--- src/rtl/adc_spi_pkg.sv ---
// Shared definitions for the LTC1407A/LTC6912 capture path: FSM encoding and frame layout.
package adc_spi_pkg;

  typedef enum logic [2:0] {
    IDLE,
    AMP_SHIFT,
    AMP_END,
    CONV,
    ADC_SHIFT,
    DONE
  } adc_state_t;

  // Frame layout: bit index k counts SCK periods from the start of the read.
  localparam int FRAME_BITS    = 34;
  localparam int CH0_FIRST_BIT = 2;
  localparam int CH1_FIRST_BIT = 18;
  localparam int AMP_BITS      = 8;

endpackage

--- src/rtl/adc_spi_capture_sck_tick_gen.sv ---
// SPI serial clock generator: toggles sck every SCK_DIV cycles while enabled and flags
// the cycle before each rise and fall.
module spi_sck_tick_gen #(
  parameter int SCK_DIV = 4
) (
  input  logic qzt_clk,
  input  logic reset,
  input  logic enable,
  output logic sck,
  output logic rise_tick,
  output logic fall_tick
);

  localparam int CW = $clog2(SCK_DIV);

  logic [CW-1:0] div_cnt;
  logic          half_done;

  assign half_done = enable && (div_cnt == CW'(SCK_DIV - 1));
  assign rise_tick = half_done && !sck;
  assign fall_tick = half_done && sck;

  // Holding the divider clear while disabled restarts the phase at 0 on every enable.
  always_ff @(posedge qzt_clk) begin
    if (reset || !enable) begin
      div_cnt <= '0;
      sck     <= 1'b0;
    end else if (half_done) begin
      div_cnt <= '0;
      sck     <= ~sck;
    end else begin
      div_cnt <= div_cnt + 1'b1;
    end
  end

endmodule

--- src/rtl/adc_spi_capture.sv ---
// Programs the LTC6912 preamp gain and captures one LTC1407A dual-channel conversion
// over the shared SPI bus.
module adc_spi_capture
  import adc_spi_pkg::*;
#(
  parameter int SCK_DIV  = 4,
  parameter int SAMPLE_W = 14
) (
  input  logic                qzt_clk,
  input  logic                reset,
  input  logic                start,
  input  logic                gain_load,
  input  logic [3:0]          gain_a,
  input  logic [3:0]          gain_b,
  input  logic                SPI_MISO,
  output logic                SPI_SCK,
  output logic                SPI_MOSI,
  output logic                AD_CONV,
  output logic                AMP_CS,
  output logic                AMP_SHDN,
  output logic [SAMPLE_W-1:0] ch0,
  output logic [SAMPLE_W-1:0] ch1,
  output logic                sample_valid,
  output logic                busy
);

  localparam int WAIT_CYCLES = 2 * SCK_DIV;
  localparam int WW          = $clog2(WAIT_CYCLES);
  localparam int BW          = $clog2(FRAME_BITS + 1);
  // Only bits from k=CH0_FIRST_BIT onward are ever published, so earlier bits shift out.
  localparam int SR_W        = FRAME_BITS - CH0_FIRST_BIT;
  localparam int CH1_MSB     = FRAME_BITS - 1 - CH1_FIRST_BIT;

  adc_state_t          state_q, state_d;
  logic [BW-1:0]       bit_cnt;
  logic [WW-1:0]       wait_cnt;
  logic [AMP_BITS-1:0] amp_cmd;
  logic [AMP_BITS-1:0] amp_sr;
  logic [SR_W-1:0]     frame_sr;
  logic                shift_en, rise_tick, fall_tick;
  logic                wait_done, amp_last, frame_last;

  assign amp_cmd    = {gain_b, gain_a};
  assign shift_en   = (state_q == AMP_SHIFT) || (state_q == ADC_SHIFT);
  assign wait_done  = (wait_cnt == WW'(WAIT_CYCLES - 1));
  assign amp_last   = fall_tick && (bit_cnt == BW'(AMP_BITS - 1));
  assign frame_last = fall_tick && (bit_cnt == BW'(FRAME_BITS - 1));
  assign busy       = (state_q != IDLE);

  spi_sck_tick_gen #(
    .SCK_DIV(SCK_DIV)
  ) u_sck (
    .qzt_clk  (qzt_clk),
    .reset    (reset),
    .enable   (shift_en),
    .sck      (SPI_SCK),
    .rise_tick(rise_tick),
    .fall_tick(fall_tick)
  );

  always_ff @(posedge qzt_clk) begin
    if (reset) state_q <= IDLE;
    else       state_q <= state_d;
  end

  // A preamp load wins over a simultaneous start; the start is simply dropped.
  always_comb begin
    state_d = state_q;
    case (state_q)
      IDLE: begin
        if (gain_load)  state_d = AMP_SHIFT;
        else if (start) state_d = CONV;
      end
      AMP_SHIFT: if (amp_last)   state_d = AMP_END;
      AMP_END:   if (wait_done)  state_d = IDLE;
      CONV:      if (wait_done)  state_d = ADC_SHIFT;
      ADC_SHIFT: if (frame_last) state_d = DONE;
      DONE:                      state_d = IDLE;
      default:                   state_d = IDLE;
    endcase
  end

  always_ff @(posedge qzt_clk) begin
    if (reset || (state_d != state_q)) begin
      bit_cnt  <= '0;
      wait_cnt <= '0;
    end else begin
      wait_cnt <= wait_cnt + 1'b1;
      if (fall_tick) bit_cnt <= bit_cnt + 1'b1;
    end
  end

  // The command register shifts in zeros, so MOSI falls back to 0 on the final fall.
  always_ff @(posedge qzt_clk) begin
    if (reset) begin
      SPI_MOSI     <= 1'b0;
      AD_CONV      <= 1'b0;
      AMP_CS       <= 1'b1;
      AMP_SHDN     <= 1'b1;
      ch0          <= '0;
      ch1          <= '0;
      sample_valid <= 1'b0;
      amp_sr       <= '0;
      frame_sr     <= '0;
    end else begin
      AMP_SHDN     <= 1'b0;
      AD_CONV      <= (state_d == CONV);
      AMP_CS       <= (state_d != AMP_SHIFT);
      sample_valid <= (state_q == DONE);

      if ((state_q == IDLE) && gain_load) begin
        SPI_MOSI <= amp_cmd[AMP_BITS-1];
        amp_sr   <= {amp_cmd[AMP_BITS-2:0], 1'b0};
      end else if ((state_q == AMP_SHIFT) && fall_tick) begin
        SPI_MOSI <= amp_sr[AMP_BITS-1];
        amp_sr   <= {amp_sr[AMP_BITS-2:0], 1'b0};
      end

      if ((state_q == ADC_SHIFT) && rise_tick)
        frame_sr <= {frame_sr[SR_W-2:0], SPI_MISO};

      if (state_q == DONE) begin
        ch0 <= frame_sr[SR_W-1 -: SAMPLE_W];
        ch1 <= frame_sr[CH1_MSB -: SAMPLE_W];
      end
    end
  end

endmodule

--- config.mk ---
export PLATFORM = sky130hd
export DESIGN_NAME = adc_spi_capture
export DESIGN_NICKNAME = d
export VERILOG_FILES = /design/src/rtl/adc_spi_pkg.sv /design/src/rtl/adc_spi_capture_sck_tick_gen.sv /design/src/rtl/adc_spi_capture.sv
export SDC_FILE = /design/constraint.sdc
export NUM_CORES = 1
export LEC_CHECK = 0
export ABC_AREA = 1
export CORE_ASPECT_RATIO = 1.2
export CORE_UTILIZATION = 51
export CTS_BUF_LIST = sky130_fd_sc_hd__clkbuf_8
export DETAILED_ROUTE_END_ITERATION = 7
export GPL_ROUTABILITY_DRIVEN = 0
export PLACE_DENSITY_LB_ADDON = 0.05
export SLEW_MARGIN = 20
export SYNTH_ARGS = -nofsm -noshare
export SYNTH_HDL_FRONTEND = slang
export SYNTH_HIERARCHICAL = 1
export SYNTH_SLANG_ARGS = --single-unit
export TNS_END_PERCENT = 1
--- constraint.sdc ---
create_clock -name qzt_clk -period 2.2 [get_ports qzt_clk]
set_clock_uncertainty 0.15 [all_clocks]
set_input_delay 0.22 -clock qzt_clk [delete_from_list [all_inputs] [get_ports qzt_clk]]
set_output_delay 0.22 -clock qzt_clk [all_outputs]
set_load 0.01 [all_outputs]
# Word-level counts from Yosys, hierarchy flattened
# Cells that the tools add are included.
# op_classes
eq_ne	12
bitwise	1
mux	12
add_sub_neg	3
reduce_logical	17
# op_table
cell	count
$mux W3	6
$mux W8	2
$pmux W3 S5	1
$eq A3 B2 Y1 const B	3
$eq A3 B3 Y1 const B	3
$logic_and A1 B1 Y1	8
$add A6 B1 Y6 const B	1
$eq A6 B3 Y1 const B	1
$eq A6 B6 Y1 const B	1
$add A3 B1 Y3 const B	1
$eq A3 B1 Y1 const B	1
$logic_not A3 Y1	1
$logic_or A1 B1 Y1	3
$mux W1	3
$ne A3 B1 Y1 const B	1
$ne A3 B3 Y1	1
$reduce_bool A3 Y1	1
$add A2 B1 Y2 const B	1
$eq A2 B2 Y1 const B	1
$logic_not A1 Y1	2
$reduce_bool A2 Y1	1
$reduce_or A2 Y1	1
$not A1 Y1	1
# totals
word_cells	59
ff_bits	87
out_inout_bits	35
inputBits	13

# Longest topological paths before layout
# Gate-level depths: netlist of the first run.
# logic_depth
depth_word	9
mapped_depth	14
mapped_depth_nobuf	14

# By module
# The synthesis of the first run kept the hierarchy.
# by_module_without_submodules
mod	cells_per_inst	instances	area_per_inst_um2
adc_spi_capture	415	1	3358.2
spi_sck_tick_gen	18	1	127.6

# Least setup slack after synthesis of the first run
# Ideal clock, no wire load.
# synth_timing
kind	flip-flop to flip-flop
startpoint	reg state_q[1]
endpoint	reg bit_cnt[0]
arrival_ps	1880
t_required_ps	1977
n_path_buf	1
stages_incl_launch_ff	14
setup_slack_ps	97
period_less_slack_ps	2103
path_cell_list	dfxtp_1 -> inv_2 -> nand2_1 -> nor2_4 -> or2_2 -> nand2_1 -> nor2_1 -> buf_4 -> nand3_1 -> nor2_1 -> nand2_1 -> nand3_1 -> nand3_4 -> nor3_2
# synth_between
elab_chain_len	9
elab_cells_between_ends	19
# synth_rtl
element	line	source
from (decl)	adc_spi_capture.sv:34	adc_state_t state_q, state_d;
from (signal assigned)	adc_spi_capture.sv:63	else state_q <= state_d;
$eq A3 B1 Y1 or $eq A3 B3 Y1 (tied branches)	adc_spi_capture.sv:44	assign shift_en = (state_q == AMP_SHIFT) || (state_q == ADC_SHIFT);
$logic_or A1 B1 Y1 *	adc_spi_capture.sv:44	
net shift_en	adc_spi_capture.sv:40	logic shift_en, rise_tick, fall_tick;
$logic_and A1 B1 Y1 *	adc_spi_capture_sck_tick_gen.sv:19	assign half_done = enable && (div_cnt == CW'(SCK_DIV - 1));
$logic_and A1 B1 Y1 *	adc_spi_capture_sck_tick_gen.sv:21	assign fall_tick = half_done && sck;
net fall_tick	adc_spi_capture.sv:40	
$logic_and A1 B1 Y1, on equally long branches	adc_spi_capture.sv:47, adc_spi_capture.sv:46	
$mux W3, on equally long branches	adc_spi_capture.sv:77, adc_spi_capture.sv:74	
$pmux W3 S5	adc_spi_capture.sv:69	case (state_q)
$ne A3 B3 Y1	adc_spi_capture.sv:84	if (reset || (state_d != state_q)) begin
$logic_or A1 B1 Y1	adc_spi_capture.sv:84	
to (signal assigned)	adc_spi_capture.sv:89	if (fall_tick) bit_cnt <= bit_cnt + 1'b1;
to (decl)	adc_spi_capture.sv:35	logic [BW-1:0] bit_cnt;
# Mark *: on every way through the listed nets, which the timed path passes. The rest lies on a longest branch.
# A chain may end at the register's enable or synchronous reset.

# Worst setup path in the final report of the first run
# layout_timing
startpoint	reg state_q[1]
endpoint	reg amp_sr[2]
# layout_between
elab_chain_len	6
elab_cells_between_ends	10
# layout_rtl
element	line	source
$eq A3 B1 Y1 or $eq A3 B3 Y1 (tied branches)	adc_spi_capture.sv:44	
$logic_or A1 B1 Y1 *	adc_spi_capture.sv:44	
net shift_en	adc_spi_capture.sv:40	
$logic_and A1 B1 Y1 *	adc_spi_capture_sck_tick_gen.sv:19	
$logic_and A1 B1 Y1 *	adc_spi_capture_sck_tick_gen.sv:21	
net fall_tick	adc_spi_capture.sv:40	
$logic_and A1 B1 Y1 *	adc_spi_capture.sv:114	end else if ((state_q == AMP_SHIFT) && fall_tick) begin
$reduce_bool A2 Y1 (no source line) *	--	
to (signal assigned)	adc_spi_capture.sv:113	amp_sr <= {amp_cmd[AMP_BITS-2:0], 1'b0};
to (signal assigned)	adc_spi_capture.sv:116	amp_sr <= {amp_sr[AMP_BITS-2:0], 1'b0};
to (decl)	adc_spi_capture.sv:38	logic [AMP_BITS-1:0] amp_sr;
# Marked as above.

==> reports/metrics.csv, run 1 <==
stage,metric,value,unit
outcome,status,completed,
timing,fin_crit,2.07,ns
cells_and_area,layout-drive-gt1-share,15.0,%
power_and_ir_drop,peakVddDrop,370,µV
placement,place.detailed.hpwl,4340,µm
yosys,synth_warnings,6,
placement,portBuffers,47,
cells_and_area,fin_util,66.5,%
yosys,ys_seq_elements,87,
yosys,postSynthAreaPerCell,8.05,µm²
timing,hold_viol,0,
timing,slew_violations,0,
clock_network,clock-sinks,87,
setup_path,crit_end,amp_sr[2]$_SDFFE_PP0P_,
global_route,grtUsageMet3,4.43,%
job,cap_violations,0,
routing,drc_errors,0,
clock_network,ctsHtreeMaxLevel,3,
setup_path,cpPeakStageDelay,0.35,ns
setup_path,path_class,reg2reg,
yosys,synthCells,433,
clock_network,cts-root-buf,clkbuf_8,
floorplan,dieHeight,92.6,µm
setup_path,worstPathMaxFanout,7,
setup_path,worst-path-stages,13,
setup_path,crit_chain,"inv_2, nand2_2, nor2_4, or2_4, nand2_1, nor2_2, buf_6, buf_4, nand2_1, nand2_1, inv_1, nand2_1, a21oi_1",
clock_network,cts_made_buffers,9,
setup_path,r2r-start,state_q[1]$_SDFF_PP0_,
global_route,busiest_layer,met2,
clock_network,cts_tree,built,
timing,rsz0062_at_grt,yes,
timing,max_freq,482,MHz
power_and_ir_drop,leakage,1.53,nW
floorplan,coreArea,6530,µm²
setup_path,start_kind,flip-flop,
global_route,grt_use_met1,24.3,%
setup_path,critPathLaunch,state_q[1]$_SDFF_PP0_,
hold_path,hold_depth,1,
routing,firstDrtPassIters,4,
routing,wl,6750,µm
timing,setup_viol,0,
yosys,syn_area,3490,µm²
setup_path,crit_family,simple AND/OR/NAND/NOR gates,
yosys,synth_cell_type_count,28,
yosys,synth_nets,451,
global_route,grt.overflow.total,0,
timing,tightest_slew,0.579,ns
setup_path,crit_path_end_kind,flip-flop,
global_route,use_met2,33.6,%
clock_network,clock_latency,0.34,ns
cells_and_area,insertedDiodeCount,0,
cells_and_area,multi_input_area,1480,µm²
yosys,synth_top_area_share,50.0,%
global_route,grt_pass1_wl,11300,µm
routing,ant_nets,0,
routing,vias,2911,
setup_path,reg2reg_to,amp_sr[2]$_SDFFE_PP0P_,
yosys,ys_seq_area_share,50.0,%
global_route,grt_pass1_vias,2546,
cells_and_area,area_growth,24.6,%
floorplan,num_rows,32,
timing,fin_crit_sh,94.3,%
yosys,yosysTopAreaCell,dfxtp_1,
floorplan,start_util,53.4,%
routing,wl_per_cell,11.8,µm
cells_and_area,fin_area,4340,µm²
clock_network,cts-hold-fix-buffers,0,
setup_path,arrival,2.20,ns
power_and_ir_drop,power.density,696,nW/µm²
setup_path,slowest_stage,dfxtp_1,
cells_and_area,nets,501,
setup_path,critPathRequiredTime,2.33,ns
global_route,antenna_found_initial,0,
setup_path,reg2regPathDepth,13,
setup_path,crit_top_cell,nand2_1,
hold_path,hp-class,reg2reg,
routing,drt_iter0_markers,170,
global_route,grt_max_degree,58,
global_route,grtUsageTotal,19.6,%
setup_path,cp.buffers_inverters,4,
routing,viasPerCell,5.08,
timing,slew_headroom,61.3,%
cells_and_area,seq_area,1740,µm²
placement,place_area,4040,µm²
floorplan,dieArea,7170,µm²
floorplan,die_w,77.5,µm
timing,fin_hold_ws,0.269,ns
clock_network,cts.path.max_buffers,2,
yosys,yosys-top-cells-area,"dfxtp_1, a21oi_1, nand2_1",
clock_network,path_clk_slew,0.09,ns
floorplan,io_pins,48,
setup_path,r2r_slack,0.13,ns
cells_and_area,n_fill_cell,571,
==> synthesized netlist by cell type <==
library cell and number:
a31oi_1 3, dfxtp_1 87, nor2_2 4, a21oi_4 1
nand3_1 42, inv_2 4, nor3_2 9, nor3_4 1
clkbuf_1 12, nand3_4 2, inv_4 1, nor2_1 19
inv_1 47, nor3_1 1, xnor2_1 2, ha_1 5
o211ai_1 4, or2_2 5, o21ai_0 31, buf_2 5
xor2_1 2, nand4_1 3, nand2_1 66, buf_4 6
nor2_4 1, a21oi_1 65, nand2_2 3, buf_1 2
==> layer usage <==
| layer | up-vias | part of all wire [%] |
|---|---|---|
| li1 | 1506 | - |
| met1 | 1350 | 48 |
| met2 | 49 | 48 |
| met3 | 6 | 2.9 |
| met4 | 0 | 1.0 |
| met5 | - | 0 |
==> layout make-up <==
| class | instances | area share (%) |
|---|---|---|
| Clock inverter | 6 | 1.56 |
| Clock buffer | 10 | 3.17 |
| Tap cell | 85 | 2.45 |
| Sequential cell | 87 | 40.1 |
| Multi-Input combinational cell | 270 | 34.1 |
| Inverter | 52 | 4.61 |
| Timing Repair Buffer | 63 | 13.9 |
==> worst reg2reg max path, stage by stage, from the launching register on <==
cell and delay (ns):
dfxtp_1 0.35, inv_2 0.08, nand2_2 0.09, nor2_4 0.04, or2_4 0.24, nand2_1 0.11
nor2_2 0.06, buf_6 0.12, buf_4 0.13, nand2_1 0.07, nand2_1 0.14, inv_1 0.22
nand2_1 0.08, a21oi_1 0.15
==> power breakdown <==
group | leakage (nW) | total, mW | internal (mW) | switching (mW)
Sequential | 0.704 | 1.61 | 1.60 | 0.0138
Clock | 0.0989 | 1.13 | 0.560 | 0.571
Combinational | 0.731 | 0.276 | 0.106 | 0.170
==> logic make-up after synthesis <==
| family | after synthesis | synth area share, % |
|---|---|---|
| buffers and inverters | 77 | 9.19 |
| DFF | 87 | 50.0 |
| and+or+nand+nor | 156 | 22.4 |
| adders and majority gates | 5 | 1.79 |
| xor gates and xnor gates | 4 | 1.01 |
| AOI/OAI and AO/OA | 104 | 15.6 |
==> how the worst min path moves through the flow <==
stage                     slack, ns                   startpoint                          end
after floorplan                 0.1                        reset             AMP_SHDN$_DFF_P_
final                          0.27  u_sck/div_cnt[0]$_SDFF_PP0_  u_sck/div_cnt[0]$_SDFF_PP0_
after detailed placement       0.26  u_sck/div_cnt[0]$_SDFF_PP0_  u_sck/div_cnt[0]$_SDFF_PP0_
after global routing           0.28                    gain_a[0]       amp_sr[1]$_SDFFE_PP0P_
after global placement         0.26  u_sck/div_cnt[0]$_SDFF_PP0_  u_sck/div_cnt[0]$_SDFF_PP0_
after CTS                      0.27  u_sck/div_cnt[0]$_SDFF_PP0_  u_sck/div_cnt[0]$_SDFF_PP0_
==> metrics by stage <==
step	setup TNS [ns]	worst slack [ns]	std cells	total power, mW
after detailed placement	0	0.119	551	1.90
after global routing	-0.0228	-0.00778	573	3.16
after global placement	0	0.153	551	1.90
final	0	0.126	573	3.02
after CTS	0	0.0914	567	3.02
after floorplan	0	0.0972	433	1.81
==> state kept, by name, indices dropped and copies added (netlist names) <==
name,cells
frame_sr,32
ch0,14
ch1,14
amp_sr,7
bit_cnt,6
state_q,3
wait_cnt,3
u_sck/div_cnt,2
AD_CONV,1
AMP_CS,1
AMP_SHDN,1
SPI_MOSI,1
sample_valid,1
u_sck/sck,1
==> layout by cell type (no fill, tap or decap), types with 4 or more instances in the layout <==
cell	n
buf_4	13
nand2_1	63
nor3_2	8
inv_2	4
dfxtp_1	86
o211ai_1	4
or2_2	4
clkdlybuf4s50_1	47
ha_1	5
o21ai_0	31
inv_1	47
nand2_2	5
nor2_2	6
nor2_1	17
nand3_1	39
a21oi_1	65
clkbuf_8	10
==> timing repair <==
action,CTS,global route
endpoints found under the setup margin,0,10
gates resized for setup,0,13
buffers inserted,0,4
Power figures use the tool's default switching activity.
==> inputs of run 2 (changes only) <==
- CTS_CLUSTER_SIZE: not set -> 16
==> results of run 2 <==
The final DEF is identical to that of run 1; final timing and power are the same.
